[src/rtl/pcie_tx_arbiter.sv]
// pcie_tx_arbiter
//   Shares the PCIe core VC0 transmit port between two TLP sources:
//   src0 (completion generator) and src1 (posted-write DMA engine).
//   The block checks credits for the requesting TLP's class, runs the
//   tx_req/tx_rdy handshake with the core, grants one source and muxes its
//   stream onto the core port until tx_end.
//
// Ports
//   clk_125, core_rst_n          clock, synchronous active-low reset
//   srcN_req/cpl/len/nodata      per-source TLP request and credit descriptor
//   srcN_data/st/end             per-source stream word, first/last markers
//   srcN_gnt                     grant level; the source streams while high
//   tx_req_vc0, tx_rdy_vc0       request/ready handshake with the core
//   tx_data/st/end_vc0           muxed stream to the core
//   tx_ca_ph/pd/cplh/cpld_vc0    available credits (top bit = infinite)
//   tx_ca_p/cpl_recheck_vc0      core asks for a credit recheck per class
//   busy                         arbiter is not idle
//   gnt_abort                    one-cycle pulse when a grant times out
//
// States
//   state    | meaning
//   S_IDLE   | arbitrating between eligible requests
//   S_REQ    | tx_req_vc0 raised for the latched source, waiting on tx_rdy_vc0
//   S_STREAM | source granted, its stream is muxed to the core until end
module pcie_tx_arbiter #(
  parameter int GNT_TIMEOUT = 64
) (
  input  logic        clk_125,
  input  logic        core_rst_n,
  input  logic        src0_req,
  input  logic        src0_cpl,
  input  logic [9:0]  src0_len,
  input  logic        src0_nodata,
  input  logic [15:0] src0_data,
  input  logic        src0_st,
  input  logic        src0_end,
  output logic        src0_gnt,
  input  logic        src1_req,
  input  logic        src1_cpl,
  input  logic [9:0]  src1_len,
  input  logic        src1_nodata,
  input  logic [15:0] src1_data,
  input  logic        src1_st,
  input  logic        src1_end,
  output logic        src1_gnt,
  output logic        tx_req_vc0,
  input  logic        tx_rdy_vc0,
  output logic [15:0] tx_data_vc0,
  output logic        tx_st_vc0,
  output logic        tx_end_vc0,
  input  logic [8:0]  tx_ca_ph_vc0,
  input  logic [12:0] tx_ca_pd_vc0,
  input  logic [8:0]  tx_ca_cplh_vc0,
  input  logic [12:0] tx_ca_cpld_vc0,
  input  logic        tx_ca_p_recheck_vc0,
  input  logic        tx_ca_cpl_recheck_vc0,
  output logic        busy,
  output logic        gnt_abort
);

  localparam int TW = $clog2(GNT_TIMEOUT);
  // Down-counter loaded on grant; terminal count 0 marks the last allowed
  // cycle without a start-of-stream.
  localparam logic [TW-1:0] T_LOAD = TW'(GNT_TIMEOUT - 1);

  typedef enum logic [1:0] {S_IDLE, S_REQ, S_STREAM} state_t;

  state_t        state_q, state_d;
  logic          sel_q, sel_d;
  logic          cls_q, cls_d;
  logic [8:0]    need_q, need_d;
  logic          last_q, last_d;
  logic [TW-1:0] timer_q, timer_d;
  logic          seen_q, seen_d;
  logic          abort_q, abort_d;

  // Data credits in 4-DW units; len 0 encodes 1024 DW, so max need is 256.
  function automatic logic [8:0] calc_need(input logic nodata, input logic [9:0] len);
    logic [10:0] len_eff;
    logic [10:0] rounded;
    len_eff = (len == 10'd0) ? 11'd1024 : {1'b0, len};
    rounded = len_eff + 11'd3;
    return nodata ? 9'd0 : rounded[10:2];
  endfunction

  function automatic logic credit_ok(input logic cls, input logic [8:0] need,
                                     input logic [8:0] ph, input logic [12:0] pd,
                                     input logic [8:0] cplh, input logic [12:0] cpld);
    logic [8:0]  hdr;
    logic [12:0] dat;
    hdr = cls ? cplh : ph;
    dat = cls ? cpld : pd;
    return (hdr[8] | (|hdr[7:0])) & (dat[12] | (dat[11:0] >= {3'b000, need}));
  endfunction

  logic [8:0]  need0, need1;
  logic        elig0, elig1, pick;
  logic        ok_lat, recheck;
  logic [15:0] sel_data;
  logic        sel_st, sel_end, gnt_on;

  assign need0 = calc_need(src0_nodata, src0_len);
  assign need1 = calc_need(src1_nodata, src1_len);
  assign elig0 = src0_req & credit_ok(src0_cpl, need0, tx_ca_ph_vc0, tx_ca_pd_vc0,
                                      tx_ca_cplh_vc0, tx_ca_cpld_vc0);
  assign elig1 = src1_req & credit_ok(src1_cpl, need1, tx_ca_ph_vc0, tx_ca_pd_vc0,
                                      tx_ca_cplh_vc0, tx_ca_cpld_vc0);
  // On a tie the source that did not finish last wins.
  assign pick  = (elig0 & elig1) ? ~last_q : elig1;

  assign ok_lat  = credit_ok(cls_q, need_q, tx_ca_ph_vc0, tx_ca_pd_vc0,
                             tx_ca_cplh_vc0, tx_ca_cpld_vc0);
  assign recheck = cls_q ? tx_ca_cpl_recheck_vc0 : tx_ca_p_recheck_vc0;

  assign sel_data = sel_q ? src1_data : src0_data;
  assign sel_st   = sel_q ? src1_st   : src0_st;
  assign sel_end  = sel_q ? src1_end  : src0_end;
  assign gnt_on   = (state_q == S_STREAM);

  assign src0_gnt    = gnt_on & ~sel_q;
  assign src1_gnt    = gnt_on &  sel_q;
  assign tx_req_vc0  = (state_q == S_REQ);
  assign tx_data_vc0 = gnt_on ? sel_data : 16'h0000;
  assign tx_st_vc0   = gnt_on & sel_st;
  assign tx_end_vc0  = gnt_on & sel_end;
  assign busy        = (state_q != S_IDLE);
  assign gnt_abort   = abort_q;

  always_comb begin
    state_d = state_q;
    sel_d   = sel_q;
    cls_d   = cls_q;
    need_d  = need_q;
    last_d  = last_q;
    timer_d = timer_q;
    seen_d  = seen_q;
    abort_d = 1'b0;
    case (state_q)
      S_IDLE: begin
        if (elig0 | elig1) begin
          sel_d   = pick;
          cls_d   = pick ? src1_cpl : src0_cpl;
          need_d  = pick ? need1 : need0;
          state_d = S_REQ;
        end
      end
      S_REQ: begin
        // A failing recheck overrides a simultaneous tx_rdy.
        if (recheck && !ok_lat) begin
          state_d = S_IDLE;
        end else if (tx_rdy_vc0) begin
          state_d = S_STREAM;
          timer_d = T_LOAD;
          seen_d  = 1'b0;
        end
      end
      S_STREAM: begin
        if (sel_end) begin
          last_d  = sel_q;
          state_d = S_IDLE;
        end else if (!seen_q) begin
          if (sel_st) begin
            seen_d = 1'b1;
          end else if (timer_q == '0) begin
            abort_d = 1'b1;
            state_d = S_IDLE;
          end else begin
            timer_d = timer_q - 1'b1;
          end
        end
      end
      default: state_d = S_IDLE;
    endcase
  end

  always_ff @(posedge clk_125) begin
    if (!core_rst_n) begin
      state_q <= S_IDLE;
      sel_q   <= 1'b0;
      cls_q   <= 1'b0;
      need_q  <= '0;
      last_q  <= 1'b1;
      timer_q <= '0;
      seen_q  <= 1'b0;
      abort_q <= 1'b0;
    end else begin
      state_q <= state_d;
      sel_q   <= sel_d;
      cls_q   <= cls_d;
      need_q  <= need_d;
      last_q  <= last_d;
      timer_q <= timer_d;
      seen_q  <= seen_d;
      abort_q <= abort_d;
    end
  end

endmodule

[config.mk]
export PLATFORM = sky130hd
export DESIGN_NAME = pcie_tx_arbiter
export DESIGN_NICKNAME = d
export VERILOG_FILES = /design/src/rtl/pcie_tx_arbiter.sv
export SDC_FILE = /design/constraint.sdc
export NUM_CORES = 1
export LEC_CHECK = 0
export CAP_MARGIN = 20
export CORE_UTILIZATION = 43
export CTS_CLUSTER_DIAMETER = 50
export DETAILED_ROUTE_END_ITERATION = 6
export PLACE_DENSITY = 0.83
export SLEW_MARGIN = 20
export SYNTH_ARGS = -nofsm -noshare
export SYNTH_HDL_FRONTEND = slang
export SYNTH_SLANG_ARGS = --single-unit
[constraint.sdc]
create_clock -name clk_125 -period 4.64 [get_ports clk_125]
set_input_delay 0.696 -clock clk_125 [delete_from_list [all_inputs] [get_ports clk_125]]
set_output_delay 0.696 -clock clk_125 [all_outputs]
set_load 0.01 [all_outputs]
=== Yosys cells after proc, flatten, opt, wreduce, memory -nomap -nowiden ===
Cells that the tools add are included.
Widths: inputs -> output; s select.

* Bits in registers: 22
* Bits of input ports: 111
* Output and inout port bits: 23
* Word-level logic and storage cells: 105

* $add $sub $neg: 3
* $lt $le $gt $ge: 3
* Equality and inequality tests: 13
* Multiplexer cells: 40
* Bitwise operators: 21
* Reduce and logical (&&, ||, !) cells: 17

{| class="wikitable"
|+ Operators with widths
! operator !! number
|-
| $mux 9 || 6
|-
| $mux 13 || 3
|-
| $ge 12x9->1 || 3
|-
| $mux 6 || 6
|-
| $mux 16 || 2
|-
| $reduce_or 8->1 || 3
|-
| $add 11x2->11 const B || 2
|-
| $mux 11 || 2
|-
| $logic_not 10->1 || 2
|-
| $mux 2 || 7
|-
| $ne 2x2->1 const B || 6
|-
| $pmux 6 s2 || 1
|-
| $mux 1 || 11
|-
| $and 1x1->1 || 10
|-
| $or 1x1->1 || 7
|-
| $reduce_and 7->1 || 1
|-
| $logic_not 6->1 || 1
|-
| $ne 3x3->1 const B || 2
|-
| $pmux 2 s3 || 1
|-
| $sub 6x1->6 const B || 1
|-
| $reduce_and 5->1 || 1
|-
| $reduce_or 5->1 || 1
|-
| $not 1->1 || 4
|-
| $reduce_and 2->1 || 2
|-
| other kinds (11) || 12
|}

=== Longest topological paths before layout ===
* Depth in word-level cells: 11
* Depth in mapped cells: 14
* Gate-level depth less buffers: 13

=== Worst setup path after synthesis ===
Ideal clock, no wire load.

* Path type: input to register
* From: input port src1_len[0]
* To: register need_q[7]
* Setup time: 0.122 ns
* Arrival time: 3.335 ns
* Required time: 4.518 ns
* Setup slack: 1.183 ns
* Stages on the path: 13
* Path buffers: 1
* Path through: o2111a_1 and3_1 nand3_1 xnor2_1 nand2b_1 ha_1 and3_1 a221o_1 o311ai_1 a21oi_4 buf_6 mux2i_1 o311a_1

* Word-level cells in the longest chain between the ends: 11
* Elaborated cells on any way between the ends: 13
* Those cells by class: add/sub: 1; order compare: 1; mux: 4; bitwise: 5; reduce/logical: 2

{| class="wikitable"
|+ Ends and longest elaborated chain
! item !! RTL line !! RTL
|-
| from (decl) || 40 || <nowiki>input logic [9:0] src1_len,</nowiki>
|-
| $logic_not 10->1 || 81 || <nowiki>len_eff = (len == 10'd0) ? 11'd1024 : {1'b0, len};</nowiki>
|-
| $mux 11 * || 81 ||
|-
| $add 11x2->11 * || 82 || <nowiki>rounded = len_eff + 11'd3;</nowiki>
|-
| $mux 9 * || 83 || <nowiki>return nodata ? 9'd0 : rounded[10:2];</nowiki>
|-
| $ge 12x9->1 || 93 || <nowiki>return (hdr[8] | (|hdr[7:0])) & (dat[12] | (dat[11:0] >= {3'b000, need}));</nowiki>
|-
| $or 1x1->1 || 93 ||
|-
| $and 1x1->1 || 93 ||
|-
| $and 1x1->1 || 106 || <nowiki>assign elig1 = src1_req & credit_ok(src1_cpl, need1, tx_ca_ph_vc0, tx_ca_pd_vc0,</nowiki>
|-
| $and 1x1->1 || 109 || <nowiki>assign pick = (elig0 & elig1) ? ~last_q : elig1;</nowiki>
|-
| $mux 1 || 109 ||
|-
| $mux 9 || 143 || <nowiki>need_d = pick ? need1 : need0;</nowiki>
|-
| to (signal assigned) || 190 || <nowiki>need_q <= need_d;</nowiki>
|-
| to (decl) || 71 || <nowiki>logic [8:0] need_q, need_d;</nowiki>
|}

Mark *: on every way between the ends. The rest lies on a longest branch, timed or not.
A chain may end at the register's enable or synchronous reset.

=== Final worst setup path ===
* From: input port src1_len[3]
* To: register state_q[1]

* Word-level cells in the longest chain between the ends: 11

{| class="wikitable"
|+ Ends and longest elaborated chain
! item !! RTL line !! RTL
|-
| $logic_not 10->1 || 81 ||
|-
| $mux 11 * || 81 ||
|-
| $add 11x2->11 * || 82 ||
|-
| $mux 9 * || 83 ||
|-
| $ge 12x9->1 * || 93 ||
|-
| $or 1x1->1 * || 93 ||
|-
| $and 1x1->1 * || 93 ||
|-
| $and 1x1->1 * || 106 ||
|-
| $or 1x1->1 * || 140 || <nowiki>if (elig0 | elig1) begin</nowiki>
|-
| $ne 2x2->1 (no source line) * || n/a ||
|-
| $reduce_and 5->1 (no source line) * || n/a ||
|-
| to (signal assigned) || 187 || <nowiki>state_q <= state_d;</nowiki>
|-
| to (decl) || 68 || <nowiki>state_t state_q, state_d;</nowiki>
|}

Marks and branches as above.

==> metrics <==
number of synthesized flops with an enable pin=0; Seq/Total Area, Yosys=0.153; port buffer count=133; Avg WL per Cell=16.3 microns; WL final=8.94 mm; Final Power=0.942 mW; synthesized netlist cell count=approximately 350; crit end category=flip-flop; GPL Wtd Cong=roughly 0.9; xor/xnor cell area share of the yosys netlist=0.0578; CORE AREA=6420 sq um; 1st-iter DRT viols=174; Synth top area share=0.153; area grow syn2layout=49.7%; total grt overflow=0; synthesis-stage register bit count=22; routed vias=between 3000 and 4000; Yosys cell types=56; drt first pass iters=7; CP Max Fanout=12; cts hold-fix bufs=0; Site Rows=29; first-pass GRT wire length=~15 mm; post-synthesis simple-gate area fraction=0.211; CP Buf/Inv Count=1; CP Cell Sequence=clkdlybuf4s50_1, o2111a_1, and3_1, nand3_1, xnor2_1, nand2b_1, ha_1, and3_1, a221o_1, o311ai_1, and2_1, a21oi_1, o211a_1; number of max-slew violations in the final report=0; IO Count=134; Setup Skew=0.00948 ns; PwrDens=approximately 220 nW/um^2; Compound-Gate Fraction of Synth Area=0.185; min Tclk post-route=4.25 ns; Top delay family on crit path=compound AO/OA/AOI/OAI gates; r2r setup slk=1.46 ns; CTS H-tree depth=1; clk buf depth=2; Leakage=~1.7 nW; required time of the critical path=4.80 ns; clk root buf=clkbuf_8; Antenna diodes=0; share of layout cells above drive strength 1=0.0825; final period utilization=0.916; Relative slew margins=0.281; status=finished with violations; Cell Area, Synth=2880 sq um; Max-Cap Viols=0; Worst path slowest cell=o311ai_1; CP Launch Type=input port; synth top area cells=dfxtp_1 15%, ha_1 14%, mux2_2 10%; setup TNS=0 ns; syn_nets=490; post-route ant nets=0; CTS tree=yes; critical path class=in2reg; vias per cell=5.68; fraction of synthesized area in multiplexers=0.206; setup violators final=0; combinational share of power=0.559; RSZ-0062 raised after global routing=false; Switch Pwr=0.356 mW; Hold Crit Class=reg2reg; CTS-repair resized insts=0; adder-cell area share of the yosys netlist=0.139; die width=83.9 microns; Clock Pin Slew Worst Setup and Hold Paths=about 0.080 ns; final net count=617; Ys Warns=0; P_int=0.586 mW; failing checks=DRC; endpoints failing hold=0; Sink Count=22; Crit path largest cell delay=0.58 ns; Top cell by count, worst path=and3_1; ys async rst share=0; Fmax achieved=0.235 GHz; Post-CTS Setup Bufs=0; dominant synthesized flop cell=dfxtp_1; DIE AREA=7030 sq um; Die Y=83.9 microns; pin count of the biggest net entering global routing=22; Num CTS Buffers=3; vias in the first global route=3123; Peak supply drop=0.000135 V; clock network fraction of total power=0.150; HPWL Detailed=7.46 mm; Sw Share=0.378; largest family of logic cells by synthesized area=simple AND/OR/NAND/NOR gates; CP Data Arrival Time=4.41 ns; Sequential Power Share=0.292; Avg Cell Area, Syn=8.30 sq um; Slew @ Worst Pin=between 1 and 1.5 ns; initial antenna violation count=0; clk_lat worst skew=approximately 0.27 ns; Residual DRC=16; Starting Density=0.449; largest area contributor in the netlist=dfxtp_1; gr usage total=0.257
[area by class of cell]
cell class	count	area [sq um]
Multi-Input combinational cell	292	2300
Fill cell	541	2110
Timing Repair Buffer	135	1350
Sequential cell	22	440
Tap cell	77	96.3
Inverter	20	75.1
Clock buffer	4	55.1
[path summary, 6_finish.rpt]
kind,from,to,cells past startpoint
worst max-delay path,src1_len[3],state_q[1],13
worst min-delay path,state_q[1],state_q[1],1
worst max register to register,cls_q,timer_q[1],8
worst min register to register,state_q[1],state_q[1],1
[stage by stage]
stage	setup WS (ns)	hold slack [ns]	utilization	instance area [sq um]	cells
6_report	0.388	0.536	0.672	4310	550
5_1_grt	0.196	0.570	0.672	4310	550
4_1_cts	0.414	0.524	0.672	4310	550
3_5_place_dp	0.146	0.507	0.663	4260	546
3_3_place_gp	0.237	0.497	0.663	4260	546
2_1_floorplan	1.18	0.472	-	2880	347
[cells in the mapped netlist, drive strengths merged, types with 6 or more instances]
| cell type | n |
|---|---|
| ha | 32 |
| xnor2 | 8 |
| mux2i | 29 |
| nand2 | 16 |
| nand4 | 6 |
| o21ai | 20 |
| nor3 | 6 |
| mux2 | 27 |
| nand2b | 15 |
| nor4 | 8 |
| a21oi | 18 |
| buf | 7 |
| a21o | 6 |
| xor2 | 11 |
| clkbuf | 6 |
| nor2 | 24 |
| nand3 | 7 |
| dfxtp | 22 |
| inv | 20 |
| or2 | 7 |
[state kept, by name, indices dropped and copies added (netlist names)]
register / flops
cls_q: 1
gnt_abort: 1
last_q: 1
need_q: 9
seen_q: 1
sel_q: 1
state_q: 2
timer_q: 6
[metal layers]
layer	wire length, microns	GRT usage	vias up
met5	0	0	-
met4	141	0.0611	0
met3	452	0.0336	15
met2	4540	0.472	98
met1	3800	0.314	1469
li1	-	-	1543
[cell usage in the layout (no fill, tap or decap), types with 16 or more instances in the layout]
master and instances:
clkdlybuf4s50_1 133, ha_1 32, mux2i_1 29, mux2_2 26, nor2_1 24, dfxtp_1 22
inv_1 20, a21oi_1 17, nand2_1 16
[logic make-up (layout without fill, tap and decap cells)]
family                     after synthesis  in the layout
DFF                                     22             22
xor gates and xnor gates                19             19
adders and majority gates               32             32
muxes                                   56             56
AOI/OAI and AO/OA                       75             75
buffers and inverters                   33            159
and+or+nand+nor                        110            110
[power groups by stage]
stage               combinational (mW)  clock [mW]  sequential (mW)
finish                           0.526       0.141            0.275
global route                     0.582       0.151            0.280
CTS                              0.524       0.141            0.274
detailed placement               0.518           0            0.278
global placement                 0.499           0            0.275
floorplan                        0.330           0            0.255
(Power assumes the default switching activity.)
